File: src/rtl/vram_arb_pkg.sv
// Shared types and default widths for the video RAM arbiter.
package vram_arb_pkg;

    localparam int VRAM_ADDR_W  = 13;
    localparam int VRAM_DATA_W  = 8;
    localparam int VRAM_STALL_W = 16;

    typedef enum logic [1:0] {
        OWN_NONE,
        OWN_VID,
        OWN_CPU
    } owner_t;

    typedef enum logic [1:0] {
        C_IDLE,
        C_ISSUED,
        C_WAIT,
        C_ACK
    } cpu_state_t;

endpackage

File: src/rtl/vram_arbiter_if.sv
// Bus bundle for the arbiter: video fetch, CPU bridge, RAM macro and stats.
// slave = arbiter side, master = the surrounding video/CPU/RAM logic.
interface vram_arbiter_if
    import vram_arb_pkg::*;
#(
    parameter int ADDR_W  = VRAM_ADDR_W,
    parameter int DATA_W  = VRAM_DATA_W,
    parameter int STALL_W = VRAM_STALL_W
);
    logic               vid_req;
    logic [ADDR_W-1:0]  vid_addr;
    logic [DATA_W-1:0]  vid_data;
    logic               vid_valid;

    logic               cpu_req;
    logic               cpu_we;
    logic [ADDR_W-1:0]  cpu_addr;
    logic [DATA_W-1:0]  cpu_wdata;
    logic               cpu_ack;
    logic [DATA_W-1:0]  cpu_rdata;
    logic               cpu_wait;

    logic [ADDR_W-1:0]  ram_addr;
    logic               ram_we;
    logic [DATA_W-1:0]  ram_wdata;
    logic [DATA_W-1:0]  ram_rdata;

    logic               stat_clr;
    logic [STALL_W-1:0] stall_cnt;

    modport slave (
        input  vid_req, vid_addr, cpu_req, cpu_we, cpu_addr, cpu_wdata,
               ram_rdata, stat_clr,
        output vid_data, vid_valid, cpu_ack, cpu_rdata, cpu_wait,
               ram_addr, ram_we, ram_wdata, stall_cnt
    );

    modport master (
        output vid_req, vid_addr, cpu_req, cpu_we, cpu_addr, cpu_wdata,
               ram_rdata, stat_clr,
        input  vid_data, vid_valid, cpu_ack, cpu_rdata, cpu_wait,
               ram_addr, ram_we, ram_wdata, stall_cnt
    );
endinterface

File: src/rtl/vram_rd_pipe.sv
// Owner-tag pipeline: follows each access through the RAM read latency
// and steers the returned byte to the video or CPU side in c3.
module vram_rd_pipe
    import vram_arb_pkg::*;
#(
    parameter int DATA_W = VRAM_DATA_W
) (
    input  logic              clk_pix,
    input  logic              nreset,
    input  owner_t            i_owner,
    input  logic [DATA_W-1:0] i_ram_rdata,
    output logic [DATA_W-1:0] o_vid_data,
    output logic              o_vid_valid,
    output logic [DATA_W-1:0] o_cpu_rdata,
    output logic              o_cpu_ack
);
    owner_t            r_tag_c1;
    owner_t            r_tag_c2;
    logic [DATA_W-1:0] r_vid_data;
    logic              r_vid_valid;
    logic [DATA_W-1:0] r_cpu_rdata;
    logic              r_cpu_ack;

    always_ff @(posedge clk_pix or negedge nreset) begin
        if (!nreset) begin
            r_tag_c1    <= OWN_NONE;
            r_tag_c2    <= OWN_NONE;
            r_vid_data  <= '0;
            r_vid_valid <= 1'b0;
            r_cpu_rdata <= '0;
            r_cpu_ack   <= 1'b0;
        end else begin
            r_tag_c1    <= i_owner;
            r_tag_c2    <= r_tag_c1;
            r_vid_valid <= (r_tag_c2 == OWN_VID);
            r_cpu_ack   <= (r_tag_c2 == OWN_CPU);
            // ram_rdata belongs to the access tagged two cycles back
            if (r_tag_c2 == OWN_VID) r_vid_data  <= i_ram_rdata;
            if (r_tag_c2 == OWN_CPU) r_cpu_rdata <= i_ram_rdata;
        end
    end

    assign o_vid_data  = r_vid_data;
    assign o_vid_valid = r_vid_valid;
    assign o_cpu_rdata = r_cpu_rdata;
    assign o_cpu_ack   = r_cpu_ack;
endmodule

File: src/rtl/vram_arbiter.sv
// Video-priority arbiter for the single-port video RAM, fixed 3-cycle latency.
// Optional stall counter built only when VRAM_ARB_STATS_EN is defined.
module vram_arbiter
    import vram_arb_pkg::*;
#(
    parameter int ADDR_W  = VRAM_ADDR_W,
    parameter int DATA_W  = VRAM_DATA_W,
    parameter int STALL_W = VRAM_STALL_W
) (
    input logic           clk_pix,
    input logic           nreset,
    vram_arbiter_if.slave bus
);
    cpu_state_t        r_state;
    logic [ADDR_W-1:0] r_ram_addr;
    logic              r_ram_we;
    logic [DATA_W-1:0] r_ram_wdata;
    logic              w_vid_gnt;
    logic              w_cpu_gnt;
    owner_t            w_owner;

    assign w_vid_gnt    = bus.vid_req;
    assign w_cpu_gnt    = !bus.vid_req && bus.cpu_req && (r_state == C_IDLE);
    assign bus.cpu_wait = bus.cpu_req && (r_state == C_IDLE) && bus.vid_req;
    assign w_owner      = w_vid_gnt ? OWN_VID : (w_cpu_gnt ? OWN_CPU : OWN_NONE);

    always_ff @(posedge clk_pix or negedge nreset) begin
        if (!nreset) begin
            r_ram_addr  <= '0;
            r_ram_we    <= 1'b0;
            r_ram_wdata <= '0;
        end else begin
            r_ram_we <= w_cpu_gnt && bus.cpu_we;
            // idle cycles leave the address parked on the last access
            if (w_vid_gnt) begin
                r_ram_addr <= bus.vid_addr;
            end else if (w_cpu_gnt) begin
                r_ram_addr  <= bus.cpu_addr;
                r_ram_wdata <= bus.cpu_wdata;
            end
        end
    end

    // ack coincides with C_ACK; the request is not re-sampled until C_IDLE
    always_ff @(posedge clk_pix or negedge nreset) begin
        if (!nreset) begin
            r_state <= C_IDLE;
        end else begin
            case (r_state)
                C_IDLE:   if (w_cpu_gnt) r_state <= C_ISSUED;
                C_ISSUED: r_state <= C_WAIT;
                C_WAIT:   r_state <= C_ACK;
                default:  r_state <= C_IDLE;
            endcase
        end
    end

    assign bus.ram_addr  = r_ram_addr;
    assign bus.ram_we    = r_ram_we;
    assign bus.ram_wdata = r_ram_wdata;

    vram_rd_pipe #(.DATA_W(DATA_W)) u_rd_pipe (
        .clk_pix     (clk_pix),
        .nreset      (nreset),
        .i_owner     (w_owner),
        .i_ram_rdata (bus.ram_rdata),
        .o_vid_data  (bus.vid_data),
        .o_vid_valid (bus.vid_valid),
        .o_cpu_rdata (bus.cpu_rdata),
        .o_cpu_ack   (bus.cpu_ack)
    );

`ifdef VRAM_ARB_STATS_EN
    logic [STALL_W-1:0] r_stall_cnt;

    always_ff @(posedge clk_pix or negedge nreset) begin
        if (!nreset)
            r_stall_cnt <= '0;
        else if (bus.stat_clr)
            r_stall_cnt <= '0;
        else if (bus.cpu_wait && (r_stall_cnt != '1))
            r_stall_cnt <= r_stall_cnt + 1'b1;
    end

    assign bus.stall_cnt = r_stall_cnt;
`else
    logic w_unused_stat_clr;
    assign w_unused_stat_clr = bus.stat_clr;
    assign bus.stall_cnt     = '0;
`endif
endmodule

File: src/flat_wrapper.sv
// flat-port wrapper written by rule: the top's interface ports become plain ports
module vram_arbiter_flat import vram_arb_pkg::*;
#(
    parameter int ADDR_W  = VRAM_ADDR_W,
    parameter int DATA_W  = VRAM_DATA_W,
    parameter int STALL_W = VRAM_STALL_W
)
  (clk_pix, nreset, bus_vid_req, bus_vid_addr, bus_cpu_req, bus_cpu_we, bus_cpu_addr, bus_cpu_wdata, bus_ram_rdata, bus_stat_clr, bus_vid_data, bus_vid_valid, bus_cpu_ack, bus_cpu_rdata, bus_cpu_wait, bus_ram_addr, bus_ram_we, bus_ram_wdata, bus_stall_cnt);
  vram_arbiter_if #(.ADDR_W(ADDR_W), .DATA_W(DATA_W), .STALL_W(STALL_W)) bus_i ();
  input logic clk_pix;
  input logic nreset;
  input wire logic [$bits(bus_i.vid_req)-1:0] bus_vid_req;
  input wire logic [$bits(bus_i.vid_addr)-1:0] bus_vid_addr;
  input wire logic [$bits(bus_i.cpu_req)-1:0] bus_cpu_req;
  input wire logic [$bits(bus_i.cpu_we)-1:0] bus_cpu_we;
  input wire logic [$bits(bus_i.cpu_addr)-1:0] bus_cpu_addr;
  input wire logic [$bits(bus_i.cpu_wdata)-1:0] bus_cpu_wdata;
  input wire logic [$bits(bus_i.ram_rdata)-1:0] bus_ram_rdata;
  input wire logic [$bits(bus_i.stat_clr)-1:0] bus_stat_clr;
  output wire logic [$bits(bus_i.vid_data)-1:0] bus_vid_data;
  output wire logic [$bits(bus_i.vid_valid)-1:0] bus_vid_valid;
  output wire logic [$bits(bus_i.cpu_ack)-1:0] bus_cpu_ack;
  output wire logic [$bits(bus_i.cpu_rdata)-1:0] bus_cpu_rdata;
  output wire logic [$bits(bus_i.cpu_wait)-1:0] bus_cpu_wait;
  output wire logic [$bits(bus_i.ram_addr)-1:0] bus_ram_addr;
  output wire logic [$bits(bus_i.ram_we)-1:0] bus_ram_we;
  output wire logic [$bits(bus_i.ram_wdata)-1:0] bus_ram_wdata;
  output wire logic [$bits(bus_i.stall_cnt)-1:0] bus_stall_cnt;
  assign bus_i.vid_req = bus_vid_req;
  assign bus_i.vid_addr = bus_vid_addr;
  assign bus_i.cpu_req = bus_cpu_req;
  assign bus_i.cpu_we = bus_cpu_we;
  assign bus_i.cpu_addr = bus_cpu_addr;
  assign bus_i.cpu_wdata = bus_cpu_wdata;
  assign bus_i.ram_rdata = bus_ram_rdata;
  assign bus_i.stat_clr = bus_stat_clr;
  assign bus_vid_data = bus_i.vid_data;
  assign bus_vid_valid = bus_i.vid_valid;
  assign bus_cpu_ack = bus_i.cpu_ack;
  assign bus_cpu_rdata = bus_i.cpu_rdata;
  assign bus_cpu_wait = bus_i.cpu_wait;
  assign bus_ram_addr = bus_i.ram_addr;
  assign bus_ram_we = bus_i.ram_we;
  assign bus_ram_wdata = bus_i.ram_wdata;
  assign bus_stall_cnt = bus_i.stall_cnt;
  vram_arbiter #(.ADDR_W(ADDR_W), .DATA_W(DATA_W), .STALL_W(STALL_W)) u_core (.clk_pix(clk_pix), .nreset(nreset), .bus(bus_i));
endmodule
File: config.mk
export PLATFORM = sky130hd
export DESIGN_NAME = vram_arbiter_flat
export DESIGN_NICKNAME = d
export VERILOG_FILES = /design/src/rtl/vram_arb_pkg.sv /design/src/rtl/vram_arbiter_if.sv /design/src/rtl/vram_rd_pipe.sv /design/src/rtl/vram_arbiter.sv /design/src/flat_wrapper.sv
export SDC_FILE = /design/constraint.sdc
export NUM_CORES = 1
export LEC_CHECK = 0
export ABC_AREA = 0
export BUFFER_PORTS_ARGS = -buffer_cell sky130_fd_sc_hd__buf_2
export CAP_MARGIN = 20
export CORE_MARGIN = 2
export CORE_UTILIZATION = 45
export DETAILED_ROUTE_END_ITERATION = 12
export PLACE_DENSITY = 0.8
export SETUP_SLACK_MARGIN = 0.4
export SYNTH_ARGS = -nofsm -noshare
export SYNTH_HDL_FRONTEND = slang
export SYNTH_SLANG_ARGS = --single-unit
File: constraint.sdc
create_clock -name clk_pix -period 2 [get_ports clk_pix]
set_input_delay 0.1 -clock clk_pix [delete_from_list [all_inputs] [get_ports clk_pix]]
set_output_delay 0.1 -clock clk_pix [all_outputs]
set_load 0.02 [all_outputs]
After elaboration in Yosys (flattened, before gate mapping)
Cells that the tools add are included.

cells by class
  divide/modulo/power cells = 0
  add/subtract/negate cells = 0
  order comparisons = 0
  muxes and demuxes = 6
  shift operators = 0
  reduce and logical (&&, ||, !) cells = 9
  bitwise operators = 1
  equal/unequal tests = 5
  $mul = 0

operators with widths
  kind                count
  $mux 13             2
  $mux 2              3
  $pmux 2 s3          1
  $logic_and 1x1->1   5
  $eq 2x1->1 const B  2
  $eq 2x2->1 const B  2
  $logic_not 2->1     1
  $ne 2x1->1 const B  1
  $reduce_and 2->1    1
  $reduce_bool 2->1   1
  $logic_not 1->1     1
  $not 1->1           1

storage, ports and cells
  output and inout port bits = 57
  latch bits = 0
  RAM bits = 0
  memories kept = 0
  word-level logic and storage cells = 31
  bits in registers = 46
  input port bits = 48
  ROM bits = 0

Longest topological paths before layout
Gate-level depths: netlist of the first run.

  depth in word-level cells = 5
  gate-level depth with buffers = 6
  mapped depth without buffers = 5

By module
A second synthesis of the first run with hierarchy kept.

unflattened totals
  cells, all modules = 149
  area, all modules = 2031.9 um2

modules (own cells, without submodules)
  module        sequential area each (um2)  area an instance (um2)  instances  cells an instance
  vram_arbiter  600.6                       1198.6                  1          105
  vram_rd_pipe  550.5                       833.3                   1          44

Worst setup path before layout of the first run
No wires, ideal clock.

  path kind = flip-flop to flip-flop
  start point = register u_core.r_state[0]
  end point = register u_core.r_ram_wdata[0], in the netlist u_core.bus.ram_wdata[0]
  data required time = 1.875 ns
  data arrival time = 1.296 ns
  slack = 0.579 ns
  period minus slack after synthesis = 1.421 ns
  cell stages (with the launch flop) = 6
  buffers on the path = 1
  setup time = 0.125 ns
  cell sequence = dfrtp_1 > inv_1 > ha_1 > and3b_4 > buf_12 > mux2_4

between the ends
  cells in the longest elaborated chain, start to end = 3

RTL lines
  what                               RTL line            RTL
  start: declaration                 vram_arbiter.sv:14  cpu_state_t r_state;
  start signal: assignment           vram_arbiter.sv:47  r_state <= C_IDLE;
  start signal: assignment           vram_arbiter.sv:50  C_IDLE: if (w_cpu_gnt) r_state <= C_ISSUED;
  start signal: assignment           vram_arbiter.sv:51  C_ISSUED: r_state <= C_WAIT;
  $logic_not 2->1                    vram_arbiter.sv:23  assign w_cpu_gnt = !bus.vid_req && bus.cpu_req && (r_state == C_IDLE);
  $logic_and 1x1->1                  vram_arbiter.sv:23
  $reduce_and 2->1 (no source line)  --
  end signal: assignment             vram_arbiter.sv:39  r_ram_wdata <= bus.cpu_wdata;
  end: declaration                   vram_arbiter.sv:17  logic [DATA_W-1:0] r_ram_wdata;

No other way between the ends.
A chain may end at the register's enable or synchronous reset.

Worst setup path after layout of the first run
  start point = register u_core.r_state[0]
  end point = register u_core.r_ram_wdata[6], in the netlist u_core.bus.ram_wdata[6]

The elaborated chain is that of the path after synthesis.

==> impl_metrics.tcl, run 1 <==
set metrics [dict create \
    dp_slack_ps 455 \
    critPathLaunchType "flop" \
    syn_area_per_cell_um2 13.2 \
    yosys_warnings 0 \
    clock-sinks 46 \
    initial_utilization_pct 46.3 \
    num_rows 24 \
    crit_fanout 6 \
    maxSlewViolCount 0 \
    numCtsBuffers 5 \
    cts_tree "done" \
    hold_depth 3 \
    wl_per_cell_um 12.5 \
    grt_max_degree 36 \
    drc 0 \
    endpoint_kind "flop" \
    clk_latency_ps 290 \
    max_freq_mhz 668 \
    syn_to_final_growth_pct 27.0 \
    htree_levels 2 \
    synth_cell_types 22 \
    ant_nets 0 \
    relSlewSlack_pct 49.5 \
    setup_viol 0 \
    p_leak_uw 0.00139 \
    ys_seq_area_share_pct 57.5 \
    wl_um 3680 \
    first_pass_iters 4 \
    worstPathArrival_ps 1670 \
    hold_viol 0 \
    hold_path.class "in -> reg" \
    layout_common_cells "buf_2 (87), dfrtp_1 (46), mux2_2 (18)" \
    postLayoutCoreUtil_pct 58.8 \
    timing.hold.ws_ps 12.1 \
    port_buffers 87 \
    async_flop_share_pct 100 \
    track_usage_pct 15.1 \
    regArea_mm2 0.00115 \
    hp-start "bus_vid_addr[4]" \
    reg2reg_from "u_core.r_state[0]$_DFFE_PN0P_" \
    hold_path_end "u_core.bus.ram_addr[4]$_DFFE_PN0P_" \
    multi_input_area_um2 728 \
    fill_cells 368 \
    synth_cells 151 \
    irDropWorstVdd_v 0.000638 \
    instances_no_fill 295 \
    diodes 0 \
    ys.flop_type "dfrtp_1" \
    fin_crit_sh_pct 74.9 \
    grt_pass1_wl_um 5790 \
    dp.cells 285 \
    r2r-end "u_core.bus.ram_wdata[6]$_DFFE_PN0P_" \
    powerDensity_mw_per_mm2 1280 \
    antenna_found_initial 0 \
    post_cts_buffers 0 \
    outcome "finished clean" \
    die_y_um 70.7 \
    finalSetupTns_ps 0 \
    worst_slack_ps 502 \
    grt_pass1_vias 1216 \
    synth_edf_count 0 \
    first_iter_violations 80 \
    period_minus_slack_ps 1500 \
    dp_hpwl_um 2700 \
    layout_commonest_cell "buf_2" \
    rr_worst_depth 4 \
    gp_congestion 0.705 \
    clk_path_buf_depth 2 \
    final_layout_size_suffix_gt1_share_pct 52.3 \
    fp.coreArea_mm2 0.00432 \
    finalNetCount 293 \
    die_area_mm2 0.00499 \
    die_w_um 70.7 \
    rrSetupSlack_ps 500 \
    startpoint "u_core.r_state[0]$_DFFE_PN0P_" \
    synth_seq_cells 46 \
    cap_viol_max_count 0 \
    vias 1357 \
    via_per_inst 4.60 \
    worst_ep_required_time_ps 2180 \
    grt_overflow 0 \
    clk_pin_slew_ps 80 \
    io_pins 105 \
    tightest_slew_ps 758 \
    finClkSkew_ps 3.84 \
    root_buffer "clkbuf_8" \
    rsz0062_at_grt "no" \
    syn-cell-area_mm2 0.00200 \
    path_class "reg -> reg" \
]
==> kinds of logic (layout without fill, tap and decap cells) <==
logic type / Yosys count / count (layout) / synth area share [%]
simple gates: 19 / 20 / 4.75
buf+inv: 28 / 104 / 9.69
mux: 38 / 38 / 21.9
other cells: 1 / 16 / 0.187
fa+ha+maj: 3 / 3 / 1.88
compound gates: 16 / 16 / 4.07
flops: 46 / 46 / 57.5
==> critical path: stages (launching register included) <==
cell     delay [ps]
dfrtp_1         390
inv_1           100
ha_2            250
and3b_4         300
mux2_2          350
==> sequential cells by signal, indices dropped and copies added (netlist names) <==
name                          flops
u_core.u_rd_pipe.r_tag_c2         2
u_core.u_rd_pipe.o_cpu_ack        1
u_core.bus.ram_wdata              8
u_core.bus.ram_we                 1
u_core.r_state                    2
u_core.bus.ram_addr              13
u_core.u_rd_pipe.o_vid_valid      1
u_core.u_rd_pipe.o_vid_data       8
u_core.u_rd_pipe.r_tag_c1         2
u_core.u_rd_pipe.o_cpu_rdata      8
==> power breakdown <==
group / total, µW / switching, µW / internal (µW)
combinational: 1240 / 690 / 553
clock: 667 / 295 / 373
sequential: 1340 / 137 / 1210
==> metrics by stage <==
| step | instance area (µm²) | power (µW) |
|---|---|---|
| 2_1_floorplan | 2060 | 2240 |
| 3_3_place_gp | 2400 | 2560 |
| 3_5_place_dp | 2400 | 2600 |
| 4_1_cts | 2520 | 3280 |
| 5_1_grt | 2540 | 3460 |
| 6_report | 2540 | 3250 |
==> worst max-delay path by stage <==
stage	to	slack (ps)	depth (start not counted)
final	u_core.bus.ram_wdata[6]$_DFFE_PN0P_	500	4
after global routing	u_core.bus.ram_wdata[6]$_DFFE_PN0P_	430	4
after CTS	u_core.bus.ram_addr[9]$_DFFE_PN0P_	450	5
after detailed placement	u_core.bus.ram_addr[9]$_DFFE_PN0P_	460	5
after global placement	u_core.bus.ram_wdata[6]$_DFFE_PN0P_	510	4
after floorplan	u_core.bus.ram_wdata[0]$_DFFE_PN0P_	580	5
==> synthesized netlist by cell type (all sizes together) (3+ instances only) <==
library cell  count  area share, %
mux2i            13            6.5
inv               5           0.94
o21ai            14            3.5
ha                3            1.9
dfrtp            46             58
nand2            14            2.8
buf              22            8.6
mux2             25             15
==> timing repair <==
item / CTS / global route
hold endpoints to repair: 33 / 0
hold buffers: 1 / 0
gates resized for setup: 0 / 2
setup endpoints to repair: 0 / 10
==> layout make-up <==
class                      count  share of cell area, %
inverter                       5                  0.739
sequential                    46                   45.3
clock inverter                 2                   1.48
multi-input combinational     93                   28.7
clock buffer                   6                   2.86
timing repair buffer          91                   18.4
tap                           52                   2.56
==> per-layer routing <==
layer,wire length [µm],share of wire (%),track usage (%),up-vias
li1,-,-,-,652
met4,44,1.2,5.66,0
met2,1780,48,24.6,54
met5,0,0,0,-
met1,1560,42,19.0,646
met3,290,7.9,4.99,5
Note: power is estimated with default switching activity, not from simulation.
==> inputs of run 2 (changes only) <==
==> constraint.sdc (replaced) <==
create_clock -name clk_pix -period 1.57 [get_ports clk_pix]
set_input_delay 0.0785 -clock clk_pix [delete_from_list [all_inputs] [get_ports clk_pix]]
set_output_delay 0.0785 -clock clk_pix [all_outputs]
set_load 0.02 [all_outputs]
==> run 2 against run 1 <==
Combinational power grew 55%. Sequential cell count is the same. Sequential share of layout area shrank 5.1 points. Largest cell class unchanged.
==> impl_metrics.tcl, run 2 (synthesis results as in run 1) <==
set metrics [dict create \
    outcome "finished clean" \
    p_leak_uw 0.00155 \
    path_class "reg -> reg" \
    hold_path.class "in -> reg" \
    htree_levels 2 \
    wl_per_cell_um 13.5 \
    cap_viol_max_count 0 \
    hold_viol 0 \
    finClkSkew_ps 5.20 \
    dp_hpwl_um 2690 \
    fill_cells 323 \
    cts_tree "done" \
    wl_um 4270 \
    postLayoutCoreUtil_pct 66.2 \
    finalNetCount 315 \
    syn_to_final_growth_pct 43.2 \
    irDropWorstVdd_v 0.000768 \
    worstPathArrival_ps 1560 \
    powerDensity_mw_per_mm2 1630 \
    crit_fanout 6 \
    layout_common_cells "buf_2 (86), dfrtp_1 (46), conb_1 (16)" \
    io_pins 105 \
    fp.coreArea_mm2 0.00432 \
    critPathLaunchType "flop" \
    vias 1478 \
    numCtsBuffers 5 \
    finalSetupTns_ps 0 \
    grt_pass1_vias 1366 \
    port_buffers 87 \
    grt_pass1_wl_um 6710 \
    worst_ep_required_time_ps 1750 \
    via_per_inst 4.66 \
    track_usage_pct 17.7 \
    diodes 0 \
    period_minus_slack_ps 1380 \
    die_w_um 70.7 \
    first_pass_iters 4 \
    die_area_mm2 0.00499 \
    rsz0062_at_grt "yes" \
    die_y_um 70.7 \
    grt_overflow 0 \
    layout_commonest_cell "buf_2" \
    largest_reg_flops 13 \
    final_layout_size_suffix_gt1_share_pct 54.0 \
    clk_pin_slew_ps 80 \
    num_rows 24 \
    p_total_uw 4660 \
    antenna_found_initial 0 \
    ant_nets 0 \
    gp_congestion 0.729 \
    initial_utilization_pct 46.3 \
    grt_max_degree 47 \
    clock-sinks 46 \
    drc 0 \
    root_buffer "clkbuf_8" \
    setup_viol 0 \
    endpoint_kind "flop" \
    first_iter_violations 36 \
    fin_crit_sh_pct 87.6 \
    max_freq_mhz 727 \
    clk_path_buf_depth 2 \
    clk_latency_ps 290 \
    maxSlewViolCount 0 \
]
[run 2: timing repair]
| action | CTS | global route |
|---|---|---|
| endpoints found under the hold margin | 59 | 1 |
| setup buffers | 4 | 2 |
| endpoints found under the setup margin | 33 | 33 |
| pin swaps | 3 | 3 |
| hold buffers | 14 | 1 |
| resized for setup | 18 | 12 |
| gates cloned | 2 | 1 |
[run 2: stage by stage]
stage	instances	worst slack (ps)	cell area, µm²	hold WS [ps]
2_1_floorplan	166	219	2070	-217
3_3_place_gp	285	144	2430	79.6
3_5_place_dp	285	110	2430	80.6
4_1_cts	313	194	2800	1.26
5_1_grt	317	147	2860	6.09
6_report	317	195	2860	6.04
[run 2: path summary, 6_finish.rpt]
kind,start,end,slack [ps],cells after the start
max,u_core.r_state[0]$_DFFE_PN0P_,u_core.bus.ram_wdata[6]$_DFFE_PN0P_,190,4
min,bus_vid_addr[10],u_core.bus.ram_addr[10]$_DFFE_PN0P_,6,3
max reg2reg,u_core.r_state[0]$_DFFE_PN0P_,u_core.bus.ram_wdata[6]$_DFFE_PN0P_,190,4
min reg2reg,u_core.u_rd_pipe.r_tag_c1[0]$_DFF_PN0_,u_core.u_rd_pipe.r_tag_c2[0]$_DFF_PN0_,350,0
max in group asynchronous,nreset,u_core.u_rd_pipe.o_cpu_rdata[3]$_DFFE_PN0P_,1050,3
min in group asynchronous,nreset,u_core.u_rd_pipe.o_cpu_rdata[0]$_DFFE_PN0P_,280,3
[run 2: metal layers]
metal | wire length (µm) | GRT usage [%] | vias to the layer above
li1 | - | - | 708
met1 | 1770 | 21.5 | 699
met2 | 2130 | 29.1 | 67
met3 | 315 | 5.98 | 4
met4 | 48 | 6.92 | 0
met5 | 0 | 0 | -
[run 2: critical path, stage by stage, from the launching register on]
cell and delay (ps):
dfrtp_1 400, inv_2 90, ha_4 160, and3b_4 290
mux2_4 320
[run 2: power by group]
part           internal, µW  switching [µW]
Sequential             1540             175
Combinational           913            1000
Clock                   637             392
[run 2: area by class of cell]
| cell class | instances | area (µm²) | area share (%) |
|---|---|---|---|
| multi-input combinational | 94 | 805 | 28.1 |
| sequential | 46 | 1150 | 40.2 |
| clock inverter | 3 | 68.8 | 2.40 |
| tap | 52 | 65.1 | 2.27 |
| timing repair buffer | 112 | 687 | 24.0 |
| inverter | 5 | 18.8 | 0.655 |
| clock buffer | 5 | 68.8 | 2.40 |
